--- src/rtl/storage_reader.sv ---
// Read-side companion to the A/B/C/D storage bank: snapshots all four words on START,
// then streams a 1-4 word burst over valid/ready. Optional checksum beat: STORAGE_READER_CHECKSUM_EN.
module storage_reader #(
    parameter int WIDTH = 8
) (
    input  logic             CLK,
    input  logic             RST,
    input  logic             START,
    input  logic [1:0]       START_SEL,
    input  logic [2:0]       COUNT,
    input  logic [WIDTH-1:0] A,
    input  logic [WIDTH-1:0] B,
    input  logic [WIDTH-1:0] C,
    input  logic [WIDTH-1:0] D,
    output logic [WIDTH-1:0] DOUT,
    output logic             DOUT_VALID,
    input  logic             DOUT_READY,
    output logic [1:0]       DOUT_SEL,
    output logic             DOUT_LAST,
    output logic             BUSY,
    output logic             DONE,
    output logic [1:0]       DBG_STATE
);

    // Handshake: a beat moves on every rising edge where DOUT_VALID && DOUT_READY.
    // While VALID is high and READY low, DOUT/DOUT_SEL/DOUT_LAST stay frozen, and
    // VALID only falls after a transfer. READY is ignored when VALID is low.

    typedef enum logic [1:0] {
        S_IDLE = 2'd0,
        S_SEND = 2'd1,
        S_FIN  = 2'd2
`ifdef STORAGE_READER_CHECKSUM_EN
        ,
        S_CSUM = 2'd3
`endif
    } state_t;

    state_t           state_q, state_d;
    logic [WIDTH-1:0] snap_q [4];
    logic [WIDTH-1:0] snap_d [4];
    logic [1:0]       ptr_q, ptr_d;
    logic [2:0]       rem_q, rem_d;
    logic             xfer;
`ifdef STORAGE_READER_CHECKSUM_EN
    logic [WIDTH-1:0] sum_q, sum_d;
`endif

    // Snapshot slots are indexed by the select code itself: 3=A, 2=B, 1=C, 0=D,
    // so advancing A->B->C->D->A is simply a 2-bit decrement of the pointer.
    always_ff @(posedge CLK) begin
        if (RST) begin
            state_q <= S_IDLE;
            ptr_q   <= '0;
            rem_q   <= '0;
            for (int i = 0; i < 4; i++) snap_q[i] <= '0;
`ifdef STORAGE_READER_CHECKSUM_EN
            sum_q   <= '0;
`endif
        end else begin
            state_q <= state_d;
            ptr_q   <= ptr_d;
            rem_q   <= rem_d;
            for (int i = 0; i < 4; i++) snap_q[i] <= snap_d[i];
`ifdef STORAGE_READER_CHECKSUM_EN
            sum_q   <= sum_d;
`endif
        end
    end

    always_comb begin
        state_d = state_q;
        ptr_d   = ptr_q;
        rem_d   = rem_q;
        for (int i = 0; i < 4; i++) snap_d[i] = snap_q[i];
`ifdef STORAGE_READER_CHECKSUM_EN
        sum_d   = sum_q;
`endif
        case (state_q)
            S_IDLE: begin
                if (START) begin
                    snap_d[3] = A;
                    snap_d[2] = B;
                    snap_d[1] = C;
                    snap_d[0] = D;
                    ptr_d     = START_SEL;
                    rem_d     = ((COUNT == 3'd0) || (COUNT > 3'd4)) ? 3'd4 : COUNT;
`ifdef STORAGE_READER_CHECKSUM_EN
                    sum_d     = '0;
`endif
                    state_d   = S_SEND;
                end
            end
            S_SEND: begin
                if (xfer) begin
                    rem_d = rem_q - 3'd1;
                    ptr_d = ptr_q - 2'd1;
`ifdef STORAGE_READER_CHECKSUM_EN
                    sum_d = sum_q + snap_q[ptr_q];
                    if (rem_q == 3'd1) state_d = S_CSUM;
`else
                    if (rem_q == 3'd1) state_d = S_FIN;
`endif
                end
            end
`ifdef STORAGE_READER_CHECKSUM_EN
            S_CSUM: begin
                if (xfer) state_d = S_FIN;
            end
`endif
            S_FIN:   state_d = S_IDLE;
            default: state_d = S_IDLE;
        endcase
    end

    always_comb begin
        DOUT       = '0;
        DOUT_VALID = 1'b0;
        DOUT_SEL   = 2'b00;
        DOUT_LAST  = 1'b0;
        BUSY       = 1'b0;
        DONE       = 1'b0;
        xfer       = 1'b0;
        DBG_STATE  = state_q;
        case (state_q)
            S_SEND: begin
                DOUT       = snap_q[ptr_q];
                DOUT_VALID = 1'b1;
                DOUT_SEL   = ptr_q;
                BUSY       = 1'b1;
                xfer       = DOUT_READY;
`ifndef STORAGE_READER_CHECKSUM_EN
                DOUT_LAST  = (rem_q == 3'd1);
`endif
            end
`ifdef STORAGE_READER_CHECKSUM_EN
            S_CSUM: begin
                DOUT       = sum_q;
                DOUT_VALID = 1'b1;
                DOUT_LAST  = 1'b1;
                BUSY       = 1'b1;
                xfer       = DOUT_READY;
            end
`endif
            S_FIN:   DONE = 1'b1;
            default: ;
        endcase
    end

endmodule

--- config.mk ---
export PLATFORM = sky130hd
export DESIGN_NAME = storage_reader
export DESIGN_NICKNAME = d
export VERILOG_FILES = /design/src/rtl/storage_reader.sv
export SDC_FILE = /design/constraint.sdc
export NUM_CORES = 1
export LEC_CHECK = 0
export CORE_MARGIN = 10
export CORE_UTILIZATION = 50
export DETAILED_ROUTE_END_ITERATION = 6
export DONT_BUFFER_PORTS = 1
export PLACE_DENSITY = 0.68
export SLEW_MARGIN = 30
export SYNTH_ARGS = -nofsm -noshare
export SYNTH_HDL_FRONTEND = slang
export SYNTH_SLANG_ARGS = --single-unit
--- constraint.sdc ---
create_clock -name CLK -period 3.24 [get_ports CLK]
set_input_delay 0.324 -clock CLK [delete_from_list [all_inputs] [get_ports CLK]]
set_output_delay 0.324 -clock CLK [all_outputs]
set_load 0.01 [all_outputs]
==> metrics, run 1 <==
status finished clean; most common cell in the netlist and2_1; Overflow after GRT 0; initial antenna violation count 1; P_leak roughly 0.77 nW; Clock Skew 0.00469 ns; share of power burned in registers slightly below 60%; die width between 80 and 90 um; antenna viol nets, final 0; syn nets 190; Wirelength per Cell 19.8 um; clk buf depth 2; Internal Pwr Total ~0.00085 W; Post-CTS Setup Inserts 0; Slew headroom between 60% and 70%; final worst path period share 63.8%; TritonCTS clock tree yes; row cnt 22; Root Buffer clkbuf_8; Power Density 542 nW/um2; Cell variety after synth 35; DRC 0; Final Setup Violations 0; unrepaired setup endpoints after global routing false; Top Ports between 50 and 60; WHS Path Cells 1; CP max FO 8; initial core utilization 52.7%; Peak VDD IR around 0.32 mV; Worst EP required around 2.9 ns; vias roughly 1100; Worst setup EP type primary output; DP HPWL 2870 um; Most used DFF post-synth edfxtp_1; clock network fraction of design power around 28%; cts-stage hold buffer count 0; min-delay worst type in -> reg; cts repair resizes 0; Inserted Clock Buffers 5; synth top area cells edfxtp_1, and2_1, dfxtp_1; Syn-to-layout area delta 5.39%; synthesis-stage register bit count just over 40; global-route usage over all layers between 10% and 20%; Achievable Freq 484 MHz; total power approximately 0.0011 W; Gate power share between 10% and 20%; Worst Tran Pin Value 0.547 ns; clock tree sinks 41; CP Launch Type flip-flop; switching pwr approximately 0.00028 W; syn avg cell area ~14 um2; layout cells sized above 1 17.1%; initial DRC count between 100 and 150; routability congestion estimate ~0.73; fin crit period ~2.1 ns; min-delay src RST; register area share after synthesis a little under 60%; clock-pin slew on the worst setup and hold paths 0.07 ns; critical path arrival between 1.5 and 2 ns; R2R depth 3; Port Buffer Count 0; Syn. warnings 0; sw frac 24.5%; Max-Cap Viols 0; NumNets Final between 150 and 200; Core ar. ~3700 um2; Fin. Hold Viols 0; Synth area leader edfxtp_1; Pins Over Slew Limit 0; drt total wl 3850 um; FF-to-FF Start DBG_STATE[0]; die area 6860 um2; Clk Latency, worst-skew pair 0.29 ns; Hold Path End rem_q[1]; final setup TNS 0 ns; fraction of synthesized cell area taken by the top area cell type 48.7%; # H-tree levels 2; Post-synth EDFFs 32; Pre-antenna DRT Iters 4; antenna cells 0; mapped cell area between 1500 and 2000 um2; first-pass GRT wire length 6200 um; Crit Path Category reg -> out; vias in the first global route 1199; commonest cells in the netlist and2_1, edfxtp_1, dfxtp_1, mux4_2, inv_1; largest net degree at the start of global routing 34; Via density around 5.6; die height ~83 um; reg2reg setup slack between 1 and 1.5 ns; Syn Inst Count approximately 150; Post-synth ARST share 0%
[worst max-delay path by stage]
stage,to,cells past startpoint
after floorplan,snap_q[0][0],3
final,DOUT[7],2
after global placement,DOUT[0],2
after detailed placement,snap_q[0][6],3
after global routing,DOUT[0],2
after CTS,DOUT[7],2
[layout make-up]
cell class	count	area, um2
clock inverters	2	10.0
repair buffers	2	18.8
clock buffers	6	72.6
well taps	48	60.1
flip-flops and latches	41	1140
multi-input cells	88	748
inverters	7	28.8
fillers	333	1660
[through the flow]
stage	cell area [um2]	instances	hold WS (ns)	setup WS, ns	util (%)
finish	2080	194	0.0994	1.17	55.5
global route	2080	194	0.0932	1.05	55.5
CTS	2070	193	0.0882	1.12	55.2
detailed placement	1990	185	0.401	1.42	53.0
global placement	1990	185	0.404	1.44	53.0
floorplan	1970	146	0.462	0.655	-
[power groups by stage]
stage	logic, W	clock network, W	registers [W]
2_1_floorplan	0.000152	0	0.000648
3_3_place_gp	0.000150	0	0.000670
3_5_place_dp	0.000157	0	0.000672
4_1_cts	0.000157	0.000323	0.000660
5_1_grt	0.000172	0.000344	0.000666
6_report	0.000156	0.000313	0.000659
[critical path, cell delays in order (launching register included)]
cell	delay, ns
dfxtp_1	0.67
mux4_2	0.57
and2_1	0.21
[registers in the layout (all words and copies together) (netlist names), named ones only]
| register | flops |
|---|---|
| DBG_STATE | 2 |
| snap_q | 32 |
| ptr_q | 2 |
| rem_q | 3 |
[metal layers]
metal,vias up,global-route usage [%],wire (um)
li1,520,-,-
met2,43,17.7,1900
met1,522,13.0,1560
met5,-,0,7
met4,2,3.69,51
met3,9,5.08,324
[placed cells by master, fill, tap and decap left out, types with 3 or more instances in the layout]
master    instances
and2_1           41
edfxtp_1         32
dfxtp_1           9
mux4_2            8
inv_1             6
clkbuf_8          5
nor2_1            4
nor3b_1           3
ha_1              3
[cell families after synthesis]
family	synth area share (%)
and+or+nand+nor	19.0
DFF	57.8
buffers and inverters	4.44
AOI/OAI and AO/OA	5.33
muxes	11.5
adders and majority gates	1.90
(Power assumes the default switching activity.)
==> run 2: changes to the inputs <==
==> constraint.sdc (replaced) <==
create_clock -name CLK -period 1.8 [get_ports CLK]
set_input_delay 0.18 -clock CLK [delete_from_list [all_inputs] [get_ports CLK]]
set_output_delay 0.18 -clock CLK [all_outputs]
set_load 0.01 [all_outputs]
==> metrics, run 2 (synthesis gave the netlist of run 1 again) <==
CP Launch Type flip-flop; global-route usage over all layers 11.6%; Pre-antenna DRT Iters 4; post-layout util a little under three fifths; status finished clean; largest net degree at the start of global routing 34; initial DRC count 85; met2 WL post-DR approximately 2100 um; Power Density between 900 and 1000 nW/um2; clock tree sinks 41; CP max FO 4; Via density between 5 and 6; die area 6860 um2; fin crit period ~1.7 ns; Port Buffer Count 0; area of the multi-input gates around 760 um2; Slew headroom between 40% and 50%; unrepaired setup endpoints after global routing false; min-delay worst type in -> reg; DP HPWL ~3000 um; NumNets Final 194; Root Buffer clkbuf_8; max reg flops 32; Place WS about 0.16 ns; drt total wl about 3900 um; initial core utilization ~53%; vias between 1000 and 1500; Achievable Freq 587 MHz; routability congestion estimate between 0.7 and 0.8; final worst path period share about 95%; Post-CTS Setup Inserts 0; die width between 80 and 90 um; P_leak approximately 0.80 nW; initial antenna violation count 1; Worst setup EP type primary output; Syn-to-layout area delta 8.56%; Final Setup Violations 0; # H-tree levels 2; antenna viol nets, final 0; most common cell after layout, fill and taps aside and2_1; Top Registers snap_q: 32 flops, rem_q: 3 flops; Clk Latency, worst-skew pair between 0.2 and 0.3 ns; first-pass GRT wire length between 6000 and 7000 um; layout cells sized above 1 19.9%; met3 wire length between 200 and 300 um; Worst Tran Pin Value roughly 0.84 ns; Top Ports 57; Fin. Hold Viols 0; M1 WL ~1400 um; Inserted Clock Buffers 5; Peak VDD IR ~0.46 mV; die height between 80 and 90 um; vias in the first global route 1225; Worst EP required approximately 1.6 ns; Finished Cell Area around 2100 um2; FILL cells around 320; clock-pin slew on the worst setup and hold paths around 0.070 ns; TritonCTS clock tree yes; DP Area 2040 um2; Pins Over Slew Limit 0; clk buf depth 2; row cnt 22; Reg area 1140 um2; Max-Cap Viols 0; Core ar. about 3700 um2; DRC 0; Crit Path Category reg -> out; Wirelength per Cell ~19 um; most frequent cells in the layout and2_1, edfxtp_1, dfxtp_1, mux4_2, inv_1; Clock Skew approximately 0.0045 ns; worst setup margin between 0.09 and 0.1 ns; top layer in use met4; final setup TNS 0 ns; Most flops, register snap_q; Overflow after GRT 0; critical path arrival approximately 1.5 ns
## run 2: cell count changes in the layout (fill, tap and decap cells not counted)
cell / change
buf_12: +1
o21ai_2: -1
dfxtp_1: -1
o21ai_4: +1
diode_2: +1
dfxtp_4: +1
buf_6: -1
buf_4: +4
dlygate4sd3_1: +1
## run 2: cell type report
class / instances / share of cell area, %
clock buffers: 6 / 3.39
well taps: 48 / 2.80
inverters: 7 / 1.34
multi-input cells: 88 / 35.3
clock inverters: 2 / 0.467
diodes: 1 / 0.117
flip-flops and latches: 41 / 53.4
repair buffers: 7 / 3.15
## run 2: worst paths after layout
| kind | slack, ns | end | from | cells past startpoint |
|---|---|---|---|---|
| worst max-delay path | 0.1 | DOUT[7] | flip-flop | 3 |
| worst max register to register | 0.20 | snap_q[3][2] | DBG_STATE[0] | 3 |
| worst min-delay path | 0.03 | flip-flop | RST | 1 |
| worst min register to register | 0.50 | flip-flop | ptr_q[1] | 2 |
## run 2: stage by stage
stage,hold WS (ns),power [W],cells
2_1_floorplan,0.349,0.00144,146
3_3_place_gp,0.259,0.00150,190
3_5_place_dp,0.256,0.00152,190
4_1_cts,0.0145,0.00208,199
5_1_grt,0.0211,0.00215,200
6_report,0.0261,0.00205,200
## run 2: worst max-delay path: stages (launching register included)
cell	delay, ns
dfxtp_4	0.38
buf_4	0.15
mux4_2	0.50
and2_1	0.21
## run 2: power breakdown
group	internal, W	switching (W)	total (W)	leakage, nW
combinational	0.000161	0.000163	0.000324	0.330
sequential	0.00112	0.0000444	0.00117	0.421
clock	0.000268	0.000289	0.000557	0.0450
total	0.00155	0.000497	0.00205	0.796
## run 2: timing repair
action | 4_1_cts | 5_1_grt
setup endpoints to repair | 6 | 3
endpoints found under the hold margin | 6 | 0
gates resized for setup | 1 | 1
hold buffers | 1 | 0
## run 2: layer usage
layer,track usage (%),up-vias
met5,0,-
met3,5.08,8
met4,6.00,0
li1,-,537
met2,20.7,37
met1,11.0,522
==> run 3: changes to the inputs <==
--- a/config.mk
+++ b/config.mk
@@ -5,6 +5,7 @@
 export SDC_FILE = /design/constraint.sdc
 export NUM_CORES = 1
 export LEC_CHECK = 0
+export CAP_MARGIN = 30
 export CORE_MARGIN = 10
 export CORE_UTILIZATION = 50
 export DETAILED_ROUTE_END_ITERATION = 6
==> results of run 3 <==
Final layout, timing and power as in run 2 (identical DEF).
